$ cat src/rtl/spi_flash_responder_pkg.sv
// rtl/spi_flash_responder_pkg.sv - shared opcodes, command width and FSM states
package spi_flash_responder_pkg;

  localparam int CMD_WIDTH = 8;
  localparam logic [CMD_WIDTH-1:0] CMD_READ  = 8'h03;
  localparam logic [CMD_WIDTH-1:0] CMD_WRITE = 8'h02;

  typedef enum logic [2:0] {
    ST_IDLE,
    ST_CMD,
    ST_ADDR,
    ST_RD_DATA,
    ST_WR_DATA,
    ST_IGNORE
  } state_e;

endpackage

$ cat src/rtl/spi_in_sync.sv
// rtl/spi_in_sync.sv - N-stage synchronizer with a history flop for rise/fall pulses
module spi_in_sync #(
  parameter int P_STAGES = 2
) (
  input  logic i_clk,
  input  logic i_rst_n,
  input  logic i_async,
  output logic o_level,
  output logic o_rise,
  output logic o_fall
);

  logic [P_STAGES-1:0] sync_q;
  logic                hist_q;

  // Reset low so a line already high at release shows up as a rising edge.
  always_ff @(posedge i_clk or negedge i_rst_n) begin
    if (!i_rst_n) begin
      sync_q <= '0;
      hist_q <= 1'b0;
    end else begin
      sync_q <= {sync_q[P_STAGES-2:0], i_async};
      hist_q <= sync_q[P_STAGES-1];
    end
  end

  assign o_level = sync_q[P_STAGES-1];
  assign o_rise  = o_level & ~hist_q;
  assign o_fall  = ~o_level & hist_q;

endmodule

$ cat src/rtl/spi_flash_responder.sv
// rtl/spi_flash_responder.sv - SPI mode-0 flash stand-in: decodes cmd+addr, streams memory reads/writes
module spi_flash_responder
  import spi_flash_responder_pkg::*;
#(
  parameter int                   P_ADDR_WIDTH  = 24,
  parameter int                   P_DATA_WIDTH  = 8,
  parameter logic [CMD_WIDTH-1:0] P_CMD_READ    = CMD_READ,
  parameter logic [CMD_WIDTH-1:0] P_CMD_WRITE   = CMD_WRITE,
  parameter int                   P_SYNC_STAGES = 2
) (
  input  logic                    i_clk,
  input  logic                    i_rst_n,
  input  logic                    i_spi_clk,
  input  logic                    i_spi_cs,
  input  logic                    i_spi_mosi,
  output logic                    o_spi_miso,
  output logic                    o_spi_miso_oe,
  output logic [P_ADDR_WIDTH-1:0] o_mem_addr,
  output logic                    o_mem_rd_req,
  input  logic [P_DATA_WIDTH-1:0] i_mem_rd_data,
  output logic [P_DATA_WIDTH-1:0] o_mem_wr_data,
  output logic                    o_mem_wr_valid,
  output logic [CMD_WIDTH-1:0]    o_cmd,
  output logic                    o_cmd_valid,
  output logic                    o_busy
);

  localparam logic [5:0] CMD_LAST  = 6'(CMD_WIDTH - 1);
  localparam logic [5:0] ADDR_LAST = 6'(P_ADDR_WIDTH - 1);
  localparam logic [5:0] DATA_LAST = 6'(P_DATA_WIDTH - 1);

  logic sclk_level, sclk_rise, sclk_fall;
  logic cs_level, cs_rise, cs_fall;
  logic [P_SYNC_STAGES-1:0] mosi_q;
  logic mosi;

  state_e state_q, state_d;
  logic [5:0]              bit_cnt_q;
  logic [P_DATA_WIDTH-2:0] rx_q;
  logic [P_DATA_WIDTH-1:0] tx_q;
  logic                    miso_q;
  logic                    load_q;
  logic                    armed_q;
  logic [CMD_WIDTH-1:0]    cmd_next;
  logic                    cmd_ok;

  spi_in_sync #(.P_STAGES(P_SYNC_STAGES)) u_sclk_sync (
    .i_clk   (i_clk),
    .i_rst_n (i_rst_n),
    .i_async (i_spi_clk),
    .o_level (sclk_level),
    .o_rise  (sclk_rise),
    .o_fall  (sclk_fall)
  );

  spi_in_sync #(.P_STAGES(P_SYNC_STAGES)) u_cs_sync (
    .i_clk   (i_clk),
    .i_rst_n (i_rst_n),
    .i_async (i_spi_cs),
    .o_level (cs_level),
    .o_rise  (cs_rise),
    .o_fall  (cs_fall)
  );

  // Same depth as the SCLK chain so the sampled bit lines up with sclk_rise.
  always_ff @(posedge i_clk or negedge i_rst_n) begin
    if (!i_rst_n) mosi_q <= '0;
    else          mosi_q <= {mosi_q[P_SYNC_STAGES-2:0], i_spi_mosi};
  end
  assign mosi = mosi_q[P_SYNC_STAGES-1];

  always_ff @(posedge i_clk or negedge i_rst_n) begin
    if (!i_rst_n) state_q <= ST_IDLE;
    else          state_q <= state_d;
  end

  always_comb begin
    cmd_next = {rx_q[CMD_WIDTH-2:0], mosi};
    cmd_ok   = (cmd_next == P_CMD_READ) || (cmd_next == P_CMD_WRITE);
    state_d  = state_q;
    if (cs_level) begin
      state_d = ST_IDLE;
    end else begin
      case (state_q)
        // A frame only starts once a full CS high->low has been seen with SCLK idle low.
        ST_IDLE: if (cs_fall && armed_q && !sclk_level) state_d = ST_CMD;
        ST_CMD:  if (sclk_rise && bit_cnt_q == CMD_LAST)
                   state_d = cmd_ok ? ST_ADDR : ST_IGNORE;
        ST_ADDR: if (sclk_rise && bit_cnt_q == ADDR_LAST)
                   state_d = (o_cmd == P_CMD_READ) ? ST_RD_DATA : ST_WR_DATA;
        default: state_d = state_q;
      endcase
    end
  end

  always_ff @(posedge i_clk or negedge i_rst_n) begin
    if (!i_rst_n) begin
      bit_cnt_q      <= '0;
      rx_q           <= '0;
      tx_q           <= '0;
      miso_q         <= 1'b0;
      load_q         <= 1'b0;
      armed_q        <= 1'b0;
      o_mem_addr     <= '0;
      o_mem_rd_req   <= 1'b0;
      o_mem_wr_data  <= '0;
      o_mem_wr_valid <= 1'b0;
      o_cmd          <= '0;
      o_cmd_valid    <= 1'b0;
    end else begin
      o_mem_rd_req   <= 1'b0;
      o_mem_wr_valid <= 1'b0;
      o_cmd_valid    <= 1'b0;
      load_q         <= o_mem_rd_req;
      if (cs_rise) armed_q <= 1'b1;
      if (o_mem_wr_valid) o_mem_addr <= o_mem_addr + 1'b1;

      if (load_q) begin
        tx_q <= i_mem_rd_data;
      end else if (sclk_fall && state_q == ST_RD_DATA) begin
        miso_q <= tx_q[P_DATA_WIDTH-1];
        tx_q   <= {tx_q[P_DATA_WIDTH-2:0], 1'b0};
      end

      // CS high takes priority over a coincident SCLK edge, dropping that bit.
      if (cs_level) begin
        bit_cnt_q <= '0;
      end else if (sclk_rise) begin
        case (state_q)
          ST_CMD: begin
            rx_q      <= cmd_next[P_DATA_WIDTH-2:0];
            bit_cnt_q <= (bit_cnt_q == CMD_LAST) ? '0 : bit_cnt_q + 1'b1;
            if (bit_cnt_q == CMD_LAST) begin
              o_cmd       <= cmd_next;
              o_cmd_valid <= !cmd_ok;
            end
          end
          ST_ADDR: begin
            o_mem_addr <= {o_mem_addr[P_ADDR_WIDTH-2:0], mosi};
            bit_cnt_q  <= (bit_cnt_q == ADDR_LAST) ? '0 : bit_cnt_q + 1'b1;
            if (bit_cnt_q == ADDR_LAST && o_cmd == P_CMD_READ) o_mem_rd_req <= 1'b1;
          end
          ST_RD_DATA: begin
            bit_cnt_q <= (bit_cnt_q == DATA_LAST) ? '0 : bit_cnt_q + 1'b1;
            if (bit_cnt_q == DATA_LAST) begin
              o_mem_addr   <= o_mem_addr + 1'b1;
              o_mem_rd_req <= 1'b1;
            end
          end
          ST_WR_DATA: begin
            rx_q      <= {rx_q[P_DATA_WIDTH-3:0], mosi};
            bit_cnt_q <= (bit_cnt_q == DATA_LAST) ? '0 : bit_cnt_q + 1'b1;
            if (bit_cnt_q == DATA_LAST) begin
              o_mem_wr_data  <= {rx_q, mosi};
              o_mem_wr_valid <= 1'b1;
            end
          end
          default: ;
        endcase
      end
    end
  end

  assign o_spi_miso_oe = (state_q == ST_RD_DATA);
  assign o_spi_miso    = o_spi_miso_oe & miso_q;
  assign o_busy        = armed_q & ~cs_level;

endmodule

$ cat config.mk
export PLATFORM = sky130hd
export DESIGN_NAME = spi_flash_responder
export DESIGN_NICKNAME = d
export VERILOG_FILES = /design/src/rtl/spi_flash_responder_pkg.sv /design/src/rtl/spi_in_sync.sv /design/src/rtl/spi_flash_responder.sv
export SDC_FILE = /design/constraint.sdc
export NUM_CORES = 1
export LEC_CHECK = 0
export BUFFER_PORTS_ARGS = -buffer_cell sky130_fd_sc_hd__buf_2
export CELL_PAD_IN_SITES_DETAIL_PLACEMENT = 0
export CELL_PAD_IN_SITES_GLOBAL_PLACEMENT = 2
export CORE_MARGIN = 2
export CORE_UTILIZATION = 38
export CTS_BUF_LIST = sky130_fd_sc_hd__clkbuf_4 sky130_fd_sc_hd__clkbuf_8
export CTS_CLUSTER_SIZE = 10
export DETAILED_ROUTE_END_ITERATION = 8
export GPL_ROUTABILITY_DRIVEN = 0
export PLACE_DENSITY = 0.92
export SKIP_CTS_REPAIR_TIMING = 1
export SLEW_MARGIN = 20
export SYNTH_ARGS = -nofsm -noshare
export SYNTH_HDL_FRONTEND = slang
export SYNTH_SLANG_ARGS = --single-unit
$ cat constraint.sdc
create_clock -name i_clk -period 2.45 [get_ports i_clk]
set_clock_uncertainty 0.2 [all_clocks]
set_input_delay 0.6125 -clock i_clk [delete_from_list [all_inputs] [get_ports i_clk]]
set_output_delay 0.6125 -clock i_clk [all_outputs]
set_load 0.03 [all_outputs]
==> key figures, run 1 <==
Synth
  – Syn nets: 426
  – Sequential-to-total area share from yosys stat: 46.5%
  – Post-synth EDFFs: 0
  – Ys flop type: dfrtp_1
  – Ys async rst share: 100%
  – Syn Inst Count: 411
  – Synth cell types: 67
  – YS warnings: 0
  – Mapped Area: 4200 um^2
  – #FFs+latches synth: 78
  – Syn Area/Cell: 10.2 um^2

Critical path
  – Worst setup SP type: flip-flop
  – Setup crit end kind: output port
  – Crit Path Class: flip-flop to output port
  – Maximum fanout along the worst path: 9
  – Critical Path RT: 1640 ps
  – Worst EP arrival: 1550 ps

GRT
  – First-pass GRT wire length: 18.2 mm
  – Vias in the first global route: 3,500
  – Largest net degree at the start of global routing: 37
  – Initial antenna violation count: 0
  – Remaining Overflow, GRT: 0
  – GRT Resource Usage Total: 19.8%

Drt
  – Vias per cell: 5.64
  – First-pass detailed-route iteration total: 4
  – WL per Instance: 17.2 um
  – DRC marker count from the first detailed-route iteration: 183
  – DRC: 0
  – DRT antenna net count: 0
  – WL final: 10.9 mm
  – Vias post-DR: 3,584

STA
  – Final period utilization: 96.3%
  – Rel. slew slack: 55.9%
  – WHS: -13.0 ps
  – Pins over their slew limit: 0
  – Max Fclk: 424 MHz
  – Worst-margin pin slew: 656 ps
  – Hold Fails Final Rpt: 4
  – Setup violators final: 0
  – Tmin final: 2360 ps
  – Final setup TNS: 0 ps

Clocking
  – Bufs on Longest Clock Path: 2
  – CTS Buf Count: 9
  – Worst-skew pair later-pin latency: 380 ps
  – CTS tree: yes
  – Num Clock Sinks: 78
  – Root Buffer Master: clkbuf_8
  – CTS H-tree lvls: 3
  – Clock transition at path regs: 90 ps

Job
  – Total of max-cap violations: 0

Cells and area
  – Fin util: 46.9%
  – Final net count: 507
  – Post-route cell area: 5070 um^2
  – N_diodes: 0
  – Layout cell share with drive strength beyond 1: 31.0%
  – Area grow syn2layout: 20.7%

Power
  – Combinational share of power: 5.2%
  – Switch Pwr: 614 uW
  – Sw Ratio: 24.6%
  – P_int: 1.88 mW
  – Sequential Power Share: 53.3%
  – Clk pwr share: 41.5%
  – Power Dens Cells: 493 nW/um^2
  – Peak VDD IR: 0.280 mV
  – Cell leakage power: 2.32 nW

Place
  – Port Buffers: 58
  – DP Wirelength: 7.91 mm
  – Area after DPL: 4840 um^2

Floorplanning
  – Starting density of the core: 38.9%
  – Area of the core: 10,800 um^2
  – Cell Rows: 38
  – Die area: 11,900 um^2
  – Die Ht: 109 um
  – I/O pin total: 59
  – Die Wd: 109 um

Status
  – Outcome: finished, violations left
  – Failing checks: negative hold slack

Hold path
  – Hold Crit Class: primary input to asynchronous set/reset pin
[cell usage after synthesis, drive strengths merged (5+ instances only)]
library cell | n | area share (%)
a21oi | 17 | 2.1
xor2 | 11 | 2.3
o22ai | 8 | 1.2
buf | 8 | 1.0
inv | 9 | 0.80
mux2i | 9 | 2.1
xnor2 | 5 | 1.0
nor3 | 5 | 0.60
mux2 | 24 | 6.4
and3 | 12 | 1.8
o31ai | 6 | 1.1
dfrtp | 78 | 47
o21ai | 25 | 3.0
nor4 | 11 | 2.7
a22oi | 6 | 1.1
nand2 | 37 | 3.3
nand2b | 8 | 1.3
nand3 | 12 | 1.4
clkbuf | 15 | 1.4
nor2 | 25 | 2.2
nand4 | 13 | 2.3
[cells by family (layout without fill, tap and decap cells)]
kind of cell | after synthesis | after routing | share of synthesized area, %
AO/OA/AOI/OAI | 100 | 100 | 16.7
XOR/XNOR | 16 | 16 | 3.34
adder cells (fa/ha/maj) | 2 | 2 | 0.596
buffers and inverters | 32 | 117 | 3.19
flip-flops | 78 | 78 | 46.5
multiplexers | 33 | 33 | 8.59
AND/OR/NAND/NOR | 150 | 150 | 21.1
[layer usage]
metal	share of wire, %	track usage, %	up-vias
met2	45	29.7	94
met3	4.9	4.12	20
met5	0	0	-
met4	1.9	7.78	0
li1	-	-	1703
met1	48	28.0	1767
[through the flow]
stage / total power [mW] / setup slack (ps) / cells
final: 2.50 / 90.5 / 636
after floorplan: 1.41 / 45.8 / 411
after CTS: 2.52 / -57.4 / 636
after global routing: 2.59 / -0.260 / 636
after global placement: 1.48 / 184 / 621
after detailed placement: 1.49 / 130 / 621
[layout make-up]
cell class	instances	area, um^2
clock buffers	11	151
inverters	9	33.8
repair buffers	93	568
fillers	1014	5730
multi-input cells	301	2130
well taps	140	175
flip-flops and latches	78	1950
clock inverters	4	55.1
[placed cells by master, fill, tap and decap left out, drive strengths merged, types with 8 or more instances in the layout]
cell type,count
a21oi,17
and3,12
buf,93
clkbuf,11
dfrtp,78
inv,10
mux2,24
mux2i,9
nand2,37
nand2b,8
nand3,12
nand4,13
nor2,25
nor4,11
o21ai,25
o22ai,8
xor2,11
[registers in the layout, indices dropped and copies added, names as in the netlist, 2 cells and up]
name and cells:
rx_q 7, o_mem_addr 24, bit_cnt_q 6, u_sclk_sync.sync_q 2, o_mem_wr_data 8, state_q 3, mosi_q 2, tx_q 8
u_cs_sync.sync_q 2, o_cmd 8
[worst paths after layout]
kind                                        from               endpoint  slack [ps]  cells after the start
max                                   state_q[2]             o_spi_miso          90                      4
min                                      i_rst_n           bit_cnt_q[4]         -10                      1
max reg2reg                        o_mem_addr[0]         o_mem_addr[16]         150                      6
min reg2reg                u_sclk_sync.sync_q[0]  u_sclk_sync.sync_q[1]         160                      0
max in group asynchronous                i_rst_n             state_q[2]        1370                      2
min in group i_clk                    i_spi_mosi              mosi_q[0]         130                      1
[critical path, cell delays in order (launching register included)]
cell and delay (ps):
dfrtp_2 470, nand2b_2 260, nor2_4 130, and2_1 140, buf_2 190
[power groups by stage]
stage	sequential (mW)	combinational [mW]	clock [mW]
after floorplan	1.35	0.0618	0
after global placement	1.36	0.128	0
final	1.33	0.130	1.04
after detailed placement	1.36	0.131	0
after CTS	1.33	0.131	1.06
after global routing	1.34	0.147	1.11
Power figures use the tool's default switching activity.
==> run 2: changes to the inputs <==
Settings changed: BUFFER_PORTS_ARGS -buffer_cell sky130_fd_sc_hd__buf_2 to -buffer_cell sky130_fd_sc_hd__buf_4, REMOVE_ABC_BUFFERS set to 1.
==> key figures, run 2 (same netlist as run 1, synthesis figures left out) <==
Status
  – Outcome: finished clean

Cells and area
  – Post-route cell area: 5240 um^2
  – Most frequent cells in the layout: buf_4, dfrtp_1, nand2_1
  – Most common cell after layout, fill and taps aside: buf_4
  – Final net count: 505
  – Area of the multi-input gates: 2120 um^2
  – N_diodes: 0
  – Layout cell share with drive strength beyond 1: 30.3%
  – Fillcell total: 1,037
  – FF+latch area: 1950 um^2
  – Fin util: 48.6%
  – Max reg flops: 24
  – Area grow syn2layout: 24.9%
  – Largest Register: o_mem_addr

Power
  – Switch Pwr: 629 uW
  – Power Dens Cells: 516 nW/um^2
  – Cell leakage power: 2.34 nW
  – P_int: 2.08 mW
  – Peak VDD IR: 0.307 mV
  – Combinational share of power: 5.0%
  – Clk pwr share: 45.8%
  – Sequential Power Share: 49.2%
  – Sw Ratio: 23.3%

Floorplanning
  – Die Ht: 109 um
  – I/O pin total: 59
  – Area of the core: 10,800 um^2
  – Starting density of the core: 38.9%
  – Die Wd: 109 um
  – Cell Rows: 38
  – Die area: 11,900 um^2

STA
  – Final period utilization: 95.3%
  – Worst-margin pin slew: 682 ps
  – Max Fclk: 428 MHz
  – Tmin final: 2340 ps
  – Pins over their slew limit: 0
  – RSZ-0062 raised after global routing: no
  – Setup violators final: 0
  – Rel. slew slack: 54.1%
  – Hold Fails Final Rpt: 0

Critical path
  – Crit-path cells: ha_2, nand4_1, or3_1, o211a_1, a311oi_1, o21ai_0
  – Crit-path slowest cell: dfrtp_1
  – CP bufs+invs: 0
  – Setup crit end kind: flip-flop
  – Max incr delay on CP: 460 ps
  – Worst EP arrival: 2360 ps
  – Worst setup SP type: flip-flop
  – Family with the most delay on the worst path: compound AO/OA/AOI/OAI gates
  – Critical Path RT: 2470 ps
  – Crit Path Class: flip-flop to flip-flop
  – Maximum fanout along the worst path: 7

Clocking
  – Worst-skew pair later-pin latency: 370 ps
  – Root Buffer Master: clkbuf_8
  – Clock transition at path regs: 90 ps
  – CTS H-tree lvls: 3
  – Num Clock Sinks: 78
  – CTS tree: yes
  – Bufs on Longest Clock Path: 2
  – CTS Buf Count: 9

GRT
  – Largest net degree at the start of global routing: 79
  – Initial antenna violation count: 0
  – Remaining Overflow, GRT: 0
  – Vias in the first global route: 3,533
  – First-pass GRT wire length: 18.1 mm
  – GRT Resource Usage Total: 19.7%

Drt
  – WL final: 10.8 mm
  – Vias per cell: 5.61
  – DRT antenna net count: 0
  – DRC marker count from the first detailed-route iteration: 245
  – First-pass detailed-route iteration total: 4
  – Vias post-DR: 3,561
  – DRC: 0
  – WL per Instance: 17.0 um

Place
  – DP Wirelength: 7.59 mm
  – Port Buffers: 58
  – Area after DPL: 4980 um^2

Hold path
  – Hold Crit Class: primary input to asynchronous set/reset pin

Job
  – Total of max-cap violations: 0
-- run 2: final cells by class --
type	instances	area share, %
clock buffers	10	2.63
clock inverters	6	2.22
inverters	9	0.645
multi-input cells	301	40.4
flip-flops and latches	78	37.3
well taps	140	3.34
repair buffers	91	13.5
-- run 2: layer usage --
layer / vias up / GRT usage [%] / wire (um)
met5: - / 0 / 0
met4: 0 / 8.42 / 182
met3: 13 / 2.57 / 415
met2: 89 / 30.4 / 5090
met1: 1764 / 27.9 / 5080
li1: 1695 / - / -
-- run 2: worst paths after layout --
path	start	to	slack, ps	cells after the start
worst max-delay path	o_mem_addr[1]	o_mem_addr[16]	110	6
max in group asynchronous	i_rst_n	state_q[0]	1660	2
worst min-delay path	i_rst_n	o_cmd_valid	60	2
worst max register to register	o_mem_addr[1]	o_mem_addr[16]	110	6
min in group i_clk	i_spi_cs	u_cs_sync.sync_q[0]	150	1
worst min register to register	mosi_q[0]	mosi_q[1]	160	0
-- run 2: per-stage QoR --
step	power [mW]	TNS (ps)	hold WS, ps	instances	worst slack (ps)
floorplan	1.41	-297	117	388	-193
global placement	1.49	0	132	619	165
detailed placement	1.49	0	137	619	125
CTS	2.73	0	70.9	635	0.832
global route	2.80	0	90.2	635	7.60
finish	2.71	0	59.2	635	115
-- run 2: power groups by stage --
stage / clock network [mW] / registers, mW / logic [mW]
2_1_floorplan: 0 / 1.36 / 0.0530
3_3_place_gp: 0 / 1.35 / 0.136
3_5_place_dp: 0 / 1.36 / 0.137
4_1_cts: 1.27 / 1.33 / 0.138
5_1_grt: 1.31 / 1.34 / 0.152
6_report: 1.24 / 1.33 / 0.135
==> run 3: changes to the inputs <==
Settings changed: MAX_ROUTING_LAYER set to met4.
==> key figures, run 3 (same netlist as run 1, synthesis figures left out) <==
STA
  – Final period utilization: 94.8%
  – Pins over their slew limit: 0
  – Final Worst Setup Slack: 127 ps
  – Tmin final: 2320 ps
  – Max Fclk: 431 MHz
  – WHS: 58.9 ps
  – Setup violators final: 0
  – Worst-margin pin slew: 660 ps
  – RSZ-0062 raised after global routing: no
  – Hold Fails Final Rpt: 0
  – Rel. slew slack: 55.6%

Drt
  – WL final: 10.8 mm
  – WL met1: 5.07 mm
  – DRC: 0
  – WL per Instance: 17.1 um
  – DR top layer: met4
  – Metal3 WL: 486 um
  – DRT antenna net count: 0
  – DRC marker count from the first detailed-route iteration: 229
  – Vias post-DR: 3,574
  – DR WL met2: 5.07 mm
  – Vias per cell: 5.63
  – First-pass detailed-route iteration total: 4

Power
  – Sw Ratio: 23.4%
  – Clk pwr share: 45.9%
  – Peak VDD IR: 0.309 mV
  – Combinational share of power: 5.0%
  – Sequential Power Share: 49.1%
  – Cell leakage power: 2.35 nW
  – Switch Pwr: 633 uW
  – P_int: 2.08 mW
  – Power Dens Cells: 517 nW/um^2

Floorplanning
  – Die Wd: 109 um
  – Area of the core: 10,800 um^2
  – Die Ht: 109 um
  – Cell Rows: 38
  – Starting density of the core: 38.9%
  – I/O pin total: 59
  – Die area: 11,900 um^2

Clocking
  – Clock transition at path regs: 90 ps
  – Root Buffer Master: clkbuf_8
  – CTS tree: yes
  – CTS H-tree lvls: 3
  – Worst-skew pair later-pin latency: 370 ps
  – Bufs on Longest Clock Path: 2
  – CTS Buf Count: 9
  – Num Clock Sinks: 78

GRT
  – GRT Resource Usage Total: 20.3%
  – Initial antenna violation count: 0
  – Remaining Overflow, GRT: 0
  – Largest net degree at the start of global routing: 79
  – First-pass GRT wire length: 18.1 mm
  – Vias in the first global route: 3,523

Critical path
  – Crit Path Class: flip-flop to flip-flop
  – Maximum fanout along the worst path: 7
  – Worst setup SP type: flip-flop
  – Setup crit end kind: flip-flop
  – Worst EP arrival: 2350 ps
  – Critical Path RT: 2480 ps

Place
  – Number of cells after detailed placement: 619
  – DP Wirelength: 7.59 mm
  – Place WS: 125 ps
  – Area after DPL: 4980 um^2
  – Port Buffers: 58

Job
  – Total of max-cap violations: 0

Cells and area
  – Most common cell after layout, fill and taps aside: buf_4
  – Largest Register: o_mem_addr
  – Layout cell share with drive strength beyond 1: 30.3%
  – Post-Layout Cell Count: 635
  – Fillcell total: 1,036
  – Area grow syn2layout: 24.9%
  – FF+latch area: 1950 um^2
  – Post-route cell area: 5240 um^2
  – Final net count: 505
  – N_diodes: 0
  – Most frequent cells in the layout: buf_4, dfrtp_1, nand2_1
  – Area of the multi-input gates: 2120 um^2
  – Max reg flops: 24

Hold path
  – Hold Crit Class: primary input to asynchronous set/reset pin

Status
  – Outcome: finished clean
[run 3: layout make-up]
class,instances,area share [%]
inverters,9,0.645
well taps,140,3.34
flip-flops and latches,78,37.2
multi-input cells,301,40.4
clock inverters,6,2.22
repair buffers,91,13.5
clock buffers,10,2.63
[run 3: routing by layer]
layer | vias to the layer above | GRT usage [%]
met5 | - | -
met4 | 0 | 8.42
met3 | 15 | 2.39
met2 | 98 | 30.3
met1 | 1770 | 28.0
li1 | 1691 | -
[run 3: worst paths after layout]
kind                               start             endpoint  slack, ps  cells after the start
setup reg to reg           o_mem_addr[1]       o_mem_addr[16]        130                      6
min in group i_clk              i_spi_cs  u_cs_sync.sync_q[0]        140                      1
setup / recovery           o_mem_addr[1]       o_mem_addr[16]        130                      6
max in group asynchronous        i_rst_n        o_mem_addr[7]       1670                      2
hold / removal                   i_rst_n             o_cmd[6]         60                      2
hold reg to reg                mosi_q[0]            mosi_q[1]        160                      0
[run 3: per-stage QoR]
| stage | TNS (ps) | util [%] | total power, mW |
|---|---|---|---|
| after floorplan | -297 | - | 1.41 |
| after global placement | 0 | 46.1 | 1.49 |
| after detailed placement | 0 | 46.1 | 1.49 |
| after CTS | 0 | 48.5 | 2.73 |
| after global routing | 0 | 48.6 | 2.80 |
| final | 0 | 48.6 | 2.71 |
[run 3: worst max-delay path, stage by stage (launching register included)]
cell      delay, ps
dfrtp_1         460
ha_2            270
nand4_1         190
or3_1           430
o211a_1         240
a311oi_1        220
o21ai_0         170
[run 3: power by group through the flow]
stage	combinational [mW]	clock, mW	sequential, mW
2_1_floorplan	0.0530	0	1.36
4_1_cts	0.138	1.27	1.33
3_3_place_gp	0.136	0	1.35
3_5_place_dp	0.137	0	1.36
6_report	0.135	1.24	1.33
5_1_grt	0.153	1.31	1.34
